===== src/rtl/lb_regbank.sv =====
// lb_regbank: local-bus register bank with RW registers, RO status words and 2-cycle read latency.
// Optional error counter at offset 2*NREG enabled by LB_REGBANK_ERRCNT_EN.
module lb_regbank #(
  parameter int LBAWIDTH = 24,
  parameter int LBDWIDTH = 32,
  parameter int LBCWIDTH = 8,
  parameter int NREG = 16,
  parameter logic [LBAWIDTH-1:0] BASEADDR = 24'h000100
) (
  input  logic                     clk,
  input  logic                     reset,
  input  logic [LBAWIDTH-1:0]      waddr,
  input  logic [LBDWIDTH-1:0]      wdata,
  input  logic                     wvalid,
  input  logic [LBCWIDTH-1:0]      wctrl,
  input  logic [LBCWIDTH-1:0]      writecmd,
  input  logic                     read,
  input  logic [NREG*LBDWIDTH-1:0] status,
  output logic [NREG*LBDWIDTH-1:0] regs,
  output logic [NREG-1:0]          wstrobe,
  output logic [LBDWIDTH-1:0]      rdata,
  output logic                     rvalid
);
  localparam int IW = (NREG > 1) ? $clog2(NREG) : 1;
  localparam logic [LBAWIDTH-1:0] NRW = LBAWIDTH'(NREG);
  localparam logic [LBAWIDTH-1:0] NALL = LBAWIDTH'(2 * NREG);
  logic [LBDWIDTH-1:0] regs_q [NREG];
  logic [LBDWIDTH-1:0] regs_d [NREG];
  logic [NREG-1:0] wstrobe_q, wstrobe_d;
  logic rd1_q, rd1_d, rvalid_q, rvalid_d;
  logic [LBDWIDTH-1:0] rd1_data_q, rd1_data_d, rdata_q, rdata_d, map_data, sel_data;
  logic [LBAWIDTH-1:0] off;
  logic in_range, hit_rw, hit_ro, wr, wr_rw;
  logic [IW-1:0] rw_idx, ro_idx;
  always_comb begin
    off = waddr - BASEADDR;
    in_range = waddr >= BASEADDR;
    hit_rw = in_range && off < NRW;
    hit_ro = in_range && off >= NRW && off < NALL;
    rw_idx = IW'(off);
    ro_idx = IW'(off - NRW);
    wr = wvalid && wctrl == writecmd;
    wr_rw = wr && hit_rw;
    map_data = hit_rw ? regs_q[rw_idx] :
               hit_ro ? status[ro_idx*LBDWIDTH +: LBDWIDTH] : LBDWIDTH'(32'hDEADBEEF);
    for (int k = 0; k < NREG; k++) begin
      wstrobe_d[k] = wr_rw && rw_idx == IW'(k);
      regs_d[k] = wstrobe_d[k] ? wdata : regs_q[k];
    end
    // read data is captured from pre-write state so a same-cycle write is not visible
    rd1_d = read;
    rd1_data_d = read ? sel_data : rd1_data_q;
    rvalid_d = rd1_q;
    rdata_d = rd1_q ? rd1_data_q : rdata_q;
  end
  always_ff @(posedge clk) begin
    if (reset) begin
      regs_q <= '{default: '0};
      wstrobe_q <= '0;
      rd1_q <= 1'b0;
      rvalid_q <= 1'b0;
      rdata_q <= '0;
    end else begin
      regs_q <= regs_d;
      wstrobe_q <= wstrobe_d;
      rd1_q <= rd1_d;
      rvalid_q <= rvalid_d;
      rdata_q <= rdata_d;
    end
    rd1_data_q <= rd1_data_d;
  end
`ifdef LB_REGBANK_ERRCNT_EN
  logic [15:0] err_q, err_d;
  logic [16:0] err_sum;
  logic hit_err, rd_err, wr_err;
  always_comb begin
    hit_err = in_range && off == NALL;
    rd_err = read && !(hit_rw || hit_ro || hit_err);
    wr_err = wr && !(hit_rw || hit_err);
    err_sum = {1'b0, err_q} + 17'(rd_err) + 17'(wr_err);
    err_d = (wr && hit_err) ? '0 : err_sum[16] ? 16'hFFFF : err_sum[15:0];
  end
  always_ff @(posedge clk) err_q <= reset ? '0 : err_d;
  assign sel_data = hit_err ? LBDWIDTH'(err_q) : map_data;
`else
  assign sel_data = map_data;
`endif
  for (genvar g = 0; g < NREG; g++) begin : g_regs
    assign regs[g*LBDWIDTH +: LBDWIDTH] = regs_q[g];
  end
  assign wstrobe = wstrobe_q;
  assign rdata = rdata_q;
  assign rvalid = rvalid_q;
endmodule


===== config.mk =====
export PLATFORM = sky130hd
export DESIGN_NAME = lb_regbank
export DESIGN_NICKNAME = d
export VERILOG_FILES = /design/src/rtl/lb_regbank.sv
export SDC_FILE = /design/constraint.sdc
export NUM_CORES = 1
export LEC_CHECK = 0
export ABC_AREA = 1
export BUFFER_PORTS_ARGS = -buffer_cell sky130_fd_sc_hd__buf_2
export CAP_MARGIN = 30
export CORE_AREA = 8 8 446 448
export DETAILED_ROUTE_END_ITERATION = 10
export DIE_AREA = 0 0 454 456
export GPL_ROUTABILITY_DRIVEN = 0
export PLACE_DENSITY_LB_ADDON = 0.08
export SYNTH_ARGS = -nofsm -noshare
export SYNTH_HDL_FRONTEND = slang
export SYNTH_SLANG_ARGS = --single-unit

===== constraint.sdc =====
create_clock -name clk -period 3.68 [get_ports clk]
set_input_delay 0.184 -clock clk [delete_from_list [all_inputs] [get_ports clk]]
set_output_delay 0.184 -clock clk [all_outputs]
set_load 0.01 [all_outputs]

---- Word-level counts from Yosys, hierarchy flattened ----
Cells that the tools add are included.
Widths: inputs -> output; s select.
word-level totals
  flip-flop bits (word level) ............. 594
  input bits .............................. 588
  output and inout port bits .............. 561
  word-level logic and storage cells ...... 73
operators by class
  $add $sub $neg .......................... 2
  magnitude comparators ................... 5
  equality and inequality tests ........... 16
  shifts and indexed selects .............. 1
  muxes and demuxes ....................... 5
  bitwise logic cells ..................... 1
  reduce and logical (&&, ||, !) cells .... 22
operator list
  kind                   count
  $shiftx 512x10->32     1
  $bmux 32 s4            1
  $mux 32                4
  $eq 4x4->1 const B     8
  $ge 24x5->1 const B    1
  $ge 24x9->1 const B    1
  $lt 24x5->1 const B    1
  $lt 24x6->1 const B    1
  $sub 24x9->24 const B  1
  $logic_and 1x1->1      21
  $eq 4x3->1 const B     4
  $eq 4x2->1 const B     2
  $eq 8x8->1             1
  $ge 5x5->1 const B     1
  $not 4->5              1
  $eq 4x1->1 const B     1
  $logic_not 4->1        1
  $sub 4x1->4 const B    1

---- Logic depth before layout (Yosys ltp) ----
Gate-level depths: netlist (run 1).
  depth in word-level cells ............... 6
  mapped depth ............................ 15

---- Worst setup path before layout (run 1) ----
OpenSTA, ideal clock, no wires.
  path type ............................... input to register
  start ................................... input waddr[0]
  end ..................................... register rd1_data_q[0] (data pin)
  library setup time ...................... 271 ps
  data arrival time ....................... 1623 ps
  data required time ...................... 3409 ps
  path slack .............................. 1786 ps
  cell stages on the path ................. 11
  path buffers ............................ 3
  path through ............................ buf_2 inv_2 nor2_2 inv_2 clkbuf_1 clkbuf_1 o22ai_1 o21ai_0 nand4_1 nand2_1 nand3_1
on the way
  cells in the longest elaborated chain, start to end .. 6
  elaborated cells between the ends (all ways) .. 16
  classes of those cells .................. add/sub (2); order compare (4); shift (1); mux (5); bitwise (1); reduce/logical (3)
ends and longest elaborated chain
  item                                                                   line  text
  from (decl)                                                            12    input logic [LBAWIDTH-1:0] waddr,
  parallel branches: the longest is 5 deep, another holds $sub 24x9->24  -
  $mux 32 *                                                              44    map_data = hit_rw ? regs_q[rw_idx] :
  net map_data[0]                                                        31    logic [LBDWIDTH-1:0] rd1_data_q, rd1_data_d, rdata_q, rdata_d, map_data, sel_data;
  to (signal assigned)                                                   70    rd1_data_q <= rd1_data_d;
  to (decl)                                                              31
Mark *: on every way through the listed nets, which the timed path passes. The select of a mux whose other input is x is not followed.
A chain may end at the register's enable or synchronous reset.

---- Worst setup path after layout (run 1) ----
  start ................................... input waddr[0]
  end ..................................... register rd1_data_q[7] (data pin)
The elaborated chain is that of the path after synthesis.

==> reports/qor_table.md, run 1 <==
| Quantity | Reported |
|:---|:---|
| Run status | complete, no violations |
| Antenna violations before repair | 105 |
| Detail-routed via count per cell | 4.29 |
| Routed length per placed instance | 30.3 microns |
| Count of yosys warnings during synthesis | 0 |
| Post-synthesis average cell area | 6.34 sq um |
| Cell area after technology mapping | 30900 sq um |
| ANT nets after route | 0 |
| Hold-fix buffers, CTS | 26 |
| Largest cells by area after synthesis | dfxtp_1 36%, nor2_1 14%, nand2_1 13% |
| Worst voltage drop across the vdd grid | 0.325 mV |
| Max_cap viols | 0 |
| Fin crit period | 2.84 ns |
| Pin count of the biggest net entering global routing | 130 |
| Net count of the finished layout | 6458 |
| Starting density of the core | 0.161 |
| Clock-pin slew reported for the worst setup and hold paths after clock tree synthesis | 0.06 ns |
| Post-route clock skew | 0.0426 ns |
| Required @ worst endpoint | 4.07 ns |
| Number of placement rows | 161 |
| Sinks on the clock net | 594 |
| Library cell occupying the most area in the post-synthesis netlist | dfxtp_1 |
| Area taken by flip-flops and latches | 12200 sq um |
| Maximum fanout along the worst path | 38 |
| Final-layout setup total negative slack | 0 ns |
| Hold Fails Final Rpt | 0 |
| Fraction of post-synthesis cell area in the top cell type by area | 0.365 |
| Arrival time worst endpoint | 3.22 ns |
| Worst Setup Start Kind | input pin |
| DRC marker count from the first detailed-route iteration | 2486 |
| CTS Buf Count | 85 |
| Setup CP Type | input pin to register |
| Gate count after technology mapping | 4868 |
| DRC violation count after routing | 0 |
| Slew Limit Headroom | 0.352 |
| Pleak | 0.0221 uW |
| Area overhead of the layout relative to synthesis | 38.4% |
| # placed instances | 8283 |
| Number of gates given a new drive strength after cts | 0 |
| Sort of element at the end of the critical path | register |
| Buffer type at the clock tree root | clkbuf_16 |
| Mapped Nets | 5456 |
| Setup repair after global routing missed its margin | no |
| Max-slew violations | 0 |
| CTS Buffer Depth | 3 |
| First-pass GRT wire length | 337 mm |
| Height of the chip | 456 microns |
| Portion of the post-synthesis area used by sequential elements | 0.396 |
| Multi-input combinational cell area | 15000 sq um |
| GRT Residual Overflow | 0 |
| Worst hold-check path type | input pin to register |
| Register bit count reported by yosys | 594 |
| Count of H-tree levels built during CTS | 3 |
| Most numerous cell types in the synthesized netlist | 1157 x nor2_1, 1108 x nand2_1, 562 x dfxtp_1 |
| Final Core Density | 0.223 |
| Final period util | 0.771 |
| Clock tree from TritonCTS | done |
| Final std cells w/o fill | 8507 |
| Number of vias after detailed routing | 36500 |
| Number of synthesized flops with an enable pin | 32 |
| Power density over the cells | 384 nW/um^2 |
| Boundary pin count | 1149 |
| HPWL reported at the end of detailed placement | 204 mm |
| Leading register cell type out of synthesis | dfxtp_1 |
| Overall Global Routing Usage | 0.237 |
| Number of global-route vias before repair | 35900 |
| Fill cells | 21800 |
| Total Wirelength | 258 mm |
| Unique cell type count in the Yosys netlist | 36 |
| Pre-antenna DRT Iters | 5 |
| Share of async-settable or async-resettable flops after synthesis | 0 |
| Source-to-sink clock delay at the later pin of the worst-skew pair | 0.70 ns |
| Area of the core | 192000 sq um |
| Cell with the most instances after synthesis | nor2_1 |
| Number of buffers inserted to repair setup after CTS | 0 |
| Maximum achievable frequency | 352 MHz |
| Die Width | 454 microns |
| Count of final setup violators | 0 |
| Buffers on Ports | 1148 |
| Proportion of layout cells with a drive suffix above 1 | 0.250 |
| Worst-Margin Slew | 0.972 ns |
| Die footprint | 207000 sq um |
-- area by class of cell --
type                            instances  share of cell area
Sequential cell                       594               0.286
Timing Repair Buffer                 1329               0.178
Antenna cell                           51             0.00299
Multi-Input combinational cell       3325               0.351
Clock buffer                          122              0.0557
Tap cell                             2526              0.0740
Clock inverter                         25             0.00559
Inverter                              535              0.0476
-- cells by family after synthesis --
kind of cell              share of synthesized area
buffers and inverters                         0.126
and+or+nand+nor                               0.336
AOI/OAI and AO/OA                             0.142
xor gates and xnor gates                    0.00114
DFF                                           0.396
-- flip-flops by register name, indices dropped and copies added, names as in the netlist --
name / count
wstrobe: 16
rvalid: 1
rdata: 32
rd1_data_q: 32
regs: 512
rd1_q: 1
-- per-layer routing --
| layer | vias up | share of wire | global-route usage |
|---|---|---|---|
| met3 | 342 | 0.046 | 0.0412 |
| li1 | 17500 | - | - |
| met2 | 1140 | 0.55 | 0.462 |
| met4 | 22 | 0.042 | 0.0980 |
| met5 | - | 0.00059 | 0 |
| met1 | 17500 | 0.37 | 0.247 |
-- power breakdown --
part	switching, uW	internal, uW
sequential	17.9	6510
clock	3460	4620
combinational	1260	548
-- worst max-delay path, cell delays in order --
cell	delay [ns]
buf_4	0.32
clkinv_2	0.27
nand2_4	0.37
buf_12	0.30
o22ai_1	0.16
o21ai_0	0.51
nand4_1	0.51
buf_4	0.32
nand2_1	0.07
nand3_1	0.08
-- path summary, 6_finish.rpt --
path / start / to / slack (ns) / cells past startpoint
worst min-delay path: wdata[21] / regs[117] / 0.04 / 3
worst max register to register: regs[7] / rd1_data_q[7] / 1.38 / 7
worst min register to register: rd1_data_q[10] / rdata[10] / 0.44 / 2
worst max-delay path: waddr[0] / rd1_data_q[7] / 0.84 / 10
-- layout by cell type (no fill, tap or decap), types with 23 or more instances in the layout --
master and count:
clkbuf_16 86, nand2_1 1106, edfxtp_1 32, buf_4 119, diode_2 51, dlygate4sd3_1 26
a21oi_1 32, nand3_1 253, clkbuf_1 27, o22ai_1 303, nand4_1 32, or2_2 26
inv_1 526, buf_2 1150, o21ai_0 176, a22oi_1 96, dfxtp_1 562, buf_12 32
nor2_1 1155, o21ai_1 23, a31oi_1 52
-- per-stage QoR --
step                      power, uW  worst slack (ns)  instance area [sq um]  hold slack [ns]
after global placement         8490            0.0765                  39700            0.456
final                         16400             0.841                  42700           0.0405
after detailed placement       8490            0.0515                  39700            0.464
after global routing          17000             0.773                  42700           0.0422
after floorplan                7330              1.79                  30900            0.291
after CTS                     16800             0.855                  42600          0.00122
No activity file was read; power rests on OpenSTA's default activity.
==> run 2: changes to the inputs <==
==> constraint.sdc (replaced) <==
create_clock -name clk -period 2.35 [get_ports clk]
set_input_delay 0.1175 -clock clk [delete_from_list [all_inputs] [get_ports clk]]
set_output_delay 0.1175 -clock clk [all_outputs]
set_load 0.01 [all_outputs]
==> run 2 against run 1 <==
Net effect:
- combinational power up 70%
- routed wire length up 0.94%
- via count up 2.8%
- flip-flop and latch count unchanged
- die area unchanged
- clock skew down 0.014 ns
- critical endpoint is now rd1_data_q[11]
- largest cell class unchanged
- highest routed layer unchanged
==> reports/qor_table.md, run 2 (same netlist as run 1, synthesis figures left out) <==
| Quantity | Reported |
|:---|:---|
| Sinks on the clock net | 594 |
| Die footprint | 207000 sq um |
| Overall Global Routing Usage | 0.239 |
| Source-to-sink clock delay at the later pin of the worst-skew pair | 0.71 ns |
| DRC violation count after routing | 0 |
| Buffer type at the clock tree root | clkbuf_16 |
| Max_cap viols | 0 |
| Max-slew violations | 0 |
| Area taken by flip-flops and latches | 12200 sq um |
| Pin count of the biggest net entering global routing | 78 |
| Worst Setup Start Kind | input pin |
| Boundary pin count | 1149 |
| Number of vias after detailed routing | 37500 |
| Final Core Density | 0.234 |
| Commonest cells after routing, fill and taps aside | 1155 x nor2_1, 1149 x buf_2, 1106 x nand2_1 |
| Worst voltage drop across the vdd grid | 0.512 mV |
| Number of buffers inserted to repair setup after CTS | 0 |
| Worst hold-check path type | input pin to register |
| Setup repair after global routing missed its margin | no |
| Multi-input combinational cell area | 15000 sq um |
| Count of final setup violators | 0 |
| Place WS | -0.593 ns |
| First-pass GRT wire length | 341 mm |
| Worst-Margin Slew | 0.940 ns |
| Cell with the largest stage delay on the worst path | o21ai_0 |
| Net count of the finished layout | 6649 |
| Required @ worst endpoint | 2.76 ns |
| Post-route clock skew | 0.0290 ns |
| Fin crit period | 2.21 ns |
| Hold Startpoint | status[56] |
| Starting density of the core | 0.161 |
| Power density over the cells | 584 nW/um^2 |
| Pre-antenna DRT Iters | 8 |
| Clock tree from TritonCTS | done |
| Sort of element at the end of the critical path | register |
| Setup CP Type | input pin to register |
| Hold Fails Final Rpt | 0 |
| Slowest cell delay on critical path | 0.70 ns |
| Number of placement rows | 161 |
| Die Width | 454 microns |
| # placed instances | 8467 |
| CP bufs+invs | 4 |
| Maximum achievable frequency | 453 MHz |
| GRT Residual Overflow | 0 |
| Maximum fanout along the worst path | 17 |
| Fill cells | 21800 |
| DRC marker count from the first detailed-route iteration | 2458 |
| Cell type with the highest occurrence count on the critical path | buf_4 |
| Final period util | 0.939 |
| Cell type group with the largest total delay on the critical path | compound AO/OA/AOI/OAI gates |
| Hold Worst Slack | 0.104 ns |
| Total Wirelength | 260 mm |
| Final std cells w/o fill | 8716 |
| Max reg flops | 512 |
| Proportion of layout cells with a drive suffix above 1 | 0.274 |
| Clock-pin slew reported for the worst setup and hold paths after clock tree synthesis | 0.06 ns |
| CTS Buffer Depth | 3 |
| Count of H-tree levels built during CTS | 3 |
| HPWL reported at the end of detailed placement | 209 mm |
| Most frequent standard cell in the layout excluding fill and tap cells | nor2_1 |
| Crit-path cells | buf_4 -> nor2_4 -> buf_4 -> buf_12 -> buf_4 -> a22oi_1 -> a31oi_1 -> or2_2 -> o21ai_0 -> nand3_1 |
| Antenna violations before repair | 112 |
| Height of the chip | 456 microns |
| ANT nets after route | 0 |
| Critical Path Source | waddr[0] |
| Detail-routed via count per cell | 4.31 |
| RR Startpoint | regs[104] |
| Area of the core | 192000 sq um |
| Routed length per placed instance | 29.9 microns |
| Buffers on Ports | 1148 |
| CTS Buf Count | 84 |
| Number of global-route vias before repair | 36600 |
| Final-layout setup total negative slack | 0 ns |
| Slew Limit Headroom | 0.367 |
| Area overhead of the layout relative to synthesis | 45.5% |
| Arrival time worst endpoint | 2.62 ns |
| Pleak | 0.0233 uW |
| Final critical-path setup slack | 0.143 ns |
| Run status | complete, no violations |
## run 2: changes by cell type in the layout (fill, tap and decap cells not counted), sizes merged
| cell | delta |
|---|---|
| buf | +184 |
| diode | +12 |
| clkbuf | +8 |
| clkinv | -8 |
| dlygate4sd3 | +8 |
| inv | +5 |
| bufinv | -1 |
| clkinvlp | +1 |
## run 2: final cells by class
cell class / instances / area share
Timing Repair Buffer: 1521 / 0.215
Multi-Input combinational cell: 3325 / 0.334
Clock inverter: 22 / 0.00477
Sequential cell: 594 / 0.272
Inverter: 535 / 0.0453
Antenna cell: 63 / 0.00351
Tap cell: 2526 / 0.0704
Clock buffer: 130 / 0.0554
## run 2: worst register-to-register path, stage by stage (launching register included)
cell     delay, ns
dfxtp_1       0.31
inv_1         0.06
o22ai_1       0.11
o21ai_0       0.42
buf_4         0.21
nand4_1       0.31
buf_4         0.26
nand2_1       0.11
a21oi_1       0.08
## run 2: worst paths after layout
| kind | end | slack [ns] | depth (start not counted) |
|---|---|---|---|
| min reg2reg | rdata[21] | 0.48 | 2 |
| max reg2reg | rd1_data_q[8] | 0.24 | 8 |
| min | rd1_data_q[24] | 0.10 | 6 |
| max | rd1_data_q[11] | 0.14 | 10 |
## run 2: through the flow
stage | instance area (sq um) | total power, uW
after floorplan | 30900 | 11500
after global placement | 41700 | 13500
after detailed placement | 41700 | 13500
after CTS | 44700 | 26800
after global routing | 44900 | 27200
final | 44900 | 26200
## run 2: power by group
part	switching [uW]	internal [uW]	total [uW]
Sequential	26.5	10200	10200
Combinational	2000	1070	3070
Clock	5500	7410	12900
Total	7530	18700	26200
## run 2: metal layers
| layer | wire length (microns) | share of wire | track usage | vias to the layer above |
|---|---|---|---|---|
| li1 | - | - | - | 17900 |
| met1 | 95000 | 0.36 | 0.249 | 18000 |
| met2 | 143000 | 0.55 | 0.471 | 1279 |
| met3 | 12600 | 0.048 | 0.0418 | 345 |
| met4 | 9880 | 0.038 | 0.0870 | 28 |
| met5 | 202 | 0.00078 | 0 | - |
## run 2: repair_timing
| item | CTS | global route |
|---|---|---|
| setup endpoints to repair | 0 | 0 |
| endpoints found under the hold margin | 522 | 0 |
| gates resized for setup | 0 | 0 |
| hold buffers | 34 | 0 |
==> run 3: changes to the inputs <==
--- a/config.mk
+++ b/config.mk
@@ -8,9 +8,9 @@
 export ABC_AREA = 1
 export BUFFER_PORTS_ARGS = -buffer_cell sky130_fd_sc_hd__buf_2
 export CAP_MARGIN = 30
-export CORE_AREA = 8 8 446 448
+export CORE_AREA = 8 8 442 444
 export DETAILED_ROUTE_END_ITERATION = 10
-export DIE_AREA = 0 0 454 456
+export DIE_AREA = 0 0 450 452
 export GPL_ROUTABILITY_DRIVEN = 0
 export PLACE_DENSITY_LB_ADDON = 0.08
 export SYNTH_ARGS = -nofsm -noshare
==> constraint.sdc (replaced) <==
create_clock -name clk -period 2.35 [get_ports clk]
set_input_delay 0.47 -clock clk [delete_from_list [all_inputs] [get_ports clk]]
set_output_delay 0.47 -clock clk [all_outputs]
set_load 0.01 [all_outputs]
==> run 3 against run 2 <==
Net effect:
- critical path depth rose by 2
- core utilization rose by 0.89 points
- first-iteration DRC count rose by 13%
- final cell count rose by 0.72%
- global-route usage rose by 0.65 points
- routed wire length rose by 1.5%
- die area fell by 1.8%
- highest routed layer unchanged
==> reports/qor_table.md, run 3 (same netlist as run 1, synthesis figures left out) <==
| Quantity | Reported |
|:---|:---|
| Height of the chip | 452 microns |
| Worst hold-check path type | input pin to register |
| Post-route clock skew | 0.0236 ns |
| Setup repair after global routing missed its margin | no |
| Final Core Density | 0.243 |
| Source-to-sink clock delay at the later pin of the worst-skew pair | 0.71 ns |
| Total Wirelength | 264 mm |
| Hold Fails Final Rpt | 0 |
| RR Endpoint | rd1_data_q[23] |
| Max reg flops | 512 |
| First-pass GRT wire length | 345 mm |
| Max-slew violations | 0 |
| Hold Startpoint | reset |
| Setup CP Type | input pin to register |
| Die footprint | 203000 sq um |
| Final period util | 0.976 |
| Overall Global Routing Usage | 0.245 |
| Max_cap viols | 0 |
| DRC violation count after routing | 0 |
| Number of global-route vias before repair | 37400 |
| Clock tree from TritonCTS | done |
| Count of final setup violators | 0 |
| CTS Buf Count | 85 |
| Pre-antenna DRT Iters | 7 |
| Most frequent standard cell in the layout excluding fill and tap cells | nor2_1 |
| Hold-fix buffers, CTS | 0 |
| GRT Residual Overflow | 0 |
| Commonest cells after routing, fill and taps aside | 1155 x nor2_1, 1147 x buf_2, 1106 x nand2_1 |
| Min-Delay Endpoint | regs[411] |
| Clock-pin slew reported for the worst setup and hold paths after clock tree synthesis | 0.06 ns |
| Number of cells on the worst reg-to-reg path | 9 |
| Boundary pin count | 1149 |
| Sort of element at the end of the critical path | register |
| Starting density of the core | 0.164 |
| RR Startpoint | regs[23] |
| Antenna violations before repair | 100 |
| Detail-routed via count per cell | 4.33 |
| Area of the core | 189000 sq um |
| Buffer type at the clock tree root | clkbuf_16 |
| DRC marker count from the first detailed-route iteration | 2767 |
| Hold path depth | 4 |
| Required @ worst endpoint | 2.78 ns |
| ANT nets after route | 0 |
| Hold Worst Slack | 0.203 ns |
| Die Width | 450 microns |
| Net count of the finished layout | 6733 |
| Buffers on Ports | 1148 |
| HPWL reported at the end of detailed placement | 216 mm |
| Worst voltage drop across the vdd grid | 0.527 mV |
| Number of placement rows | 160 |
| Worst Setup Start Kind | input pin |
| Number of vias after detailed routing | 38000 |
| Pleak | 0.0239 uW |
| Power density over the cells | 590 nW/um^2 |
| Slew Limit Headroom | 0.517 |
| Routed length per placed instance | 30.1 microns |
| Count of H-tree levels built during CTS | 3 |
| Maximum achievable frequency | 436 MHz |
| Flop2flop setup slack | 0.36 ns |
| Area overhead of the layout relative to synthesis | 48.6% |
| Arrival time worst endpoint | 2.72 ns |
| CTS Buffer Depth | 3 |
| Sinks on the clock net | 594 |
| Proportion of layout cells with a drive suffix above 1 | 0.291 |
| Run status | complete, no violations |
| Worst-Margin Slew | 0.725 ns |
| Fin crit period | 2.29 ns |
| Fill cells | 21500 |
| Pin count of the biggest net entering global routing | 80 |
| Maximum fanout along the worst path | 25 |
| Power after layout | 27100 uW |
==> run 3: changes by cell type in the layout (fill, tap and decap cells not counted), moves of 3 or more <==
| cell | before | now |
|---|---|---|
| buf_12 | 82 | 99 |
| o21ai_0 | 176 | 164 |
| bufinv_16 | 1 | 4 |
| o21ai_1 | 23 | 33 |
| clkbuf_1 | 26 | 18 |
| dlygate4sd3_1 | 34 | 0 |
| clkbuf_16 | 85 | 90 |
| diode_2 | 63 | 58 |
| buf_6 | 1 | 4 |
| buf_4 | 255 | 352 |
==> run 3: layout make-up <==
type,count,area (sq um),share of cell area
multi-input cells,3325,15000,0.327
inverters,535,2030,0.0443
flip-flops and latches,594,12200,0.266
diodes,58,145,0.00316
clock buffers,128,2580,0.0563
clock inverters,24,298,0.00649
well taps,2511,3140,0.0685
repair buffers,1604,10500,0.228
==> run 3: where the power goes <==
part | switching, uW | internal (uW) | total [uW] | leakage (uW)
sequential | 27.1 | 10200 | 10200 | 0.00478
combinational | 2050 | 1160 | 3210 | 0.0177
clock | 5570 | 8040 | 13600 | 0.00142
==> run 3: layer usage <==
metal / share of wire / wire (microns) / global-route usage
met5: 0.00043 / 113 / 0
met4: 0.044 / 11600 / 0.103
met3: 0.044 / 11700 / 0.0397
met2: 0.54 / 144000 / 0.480
met1: 0.37 / 97100 / 0.257
==> run 3: worst max path at each step <==
stage                      to  slack [ns]  depth (start not counted)     start
2_1_floorplan   rd1_data_q[0]        0.17                         11  waddr[0]
5_1_grt         rd1_data_q[1]       0.005                         12  waddr[0]
6_report        rd1_data_q[0]        0.06                         12  waddr[0]
4_1_cts        rd1_data_q[23]       0.005                         12  waddr[1]
3_3_place_gp   rd1_data_q[16]       -1.65                         10  waddr[0]
3_5_place_dp   rd1_data_q[20]       -0.93                         12  waddr[1]
==> run 3: worst max-delay path: stages <==
cell	delay, ns
buf_4	0.13
clkinv_2	0.09
buf_4	0.16
nand2_4	0.10
buf_12	0.25
buf_4	0.31
o22ai_1	0.11
o21ai_1	0.27
buf_4	0.18
nand4_1	0.29
nand2_1	0.17
nand3_1	0.11
==> run 3: metrics by stage <==
step	area (sq um)	setup TNS [ns]	std cells	worst slack (ns)
global route	45800	0	8761	0.00477
floorplan	30900	0	4868	0.170
global placement	42800	-96.38	8564	-1.65
detailed placement	42800	-100.0	8569	-0.925
CTS	45700	0	8721	0.00547
finish	45900	0	8779	0.0572
==> run 3: what timing repair did <==
action / 4_1_cts / 5_1_grt
setup buffers: 0 / 0
endpoints found under the setup margin: 8 / 6
gates resized for setup: 9 / 7
gates cloned: 0 / 1
pin swaps: 0 / 3
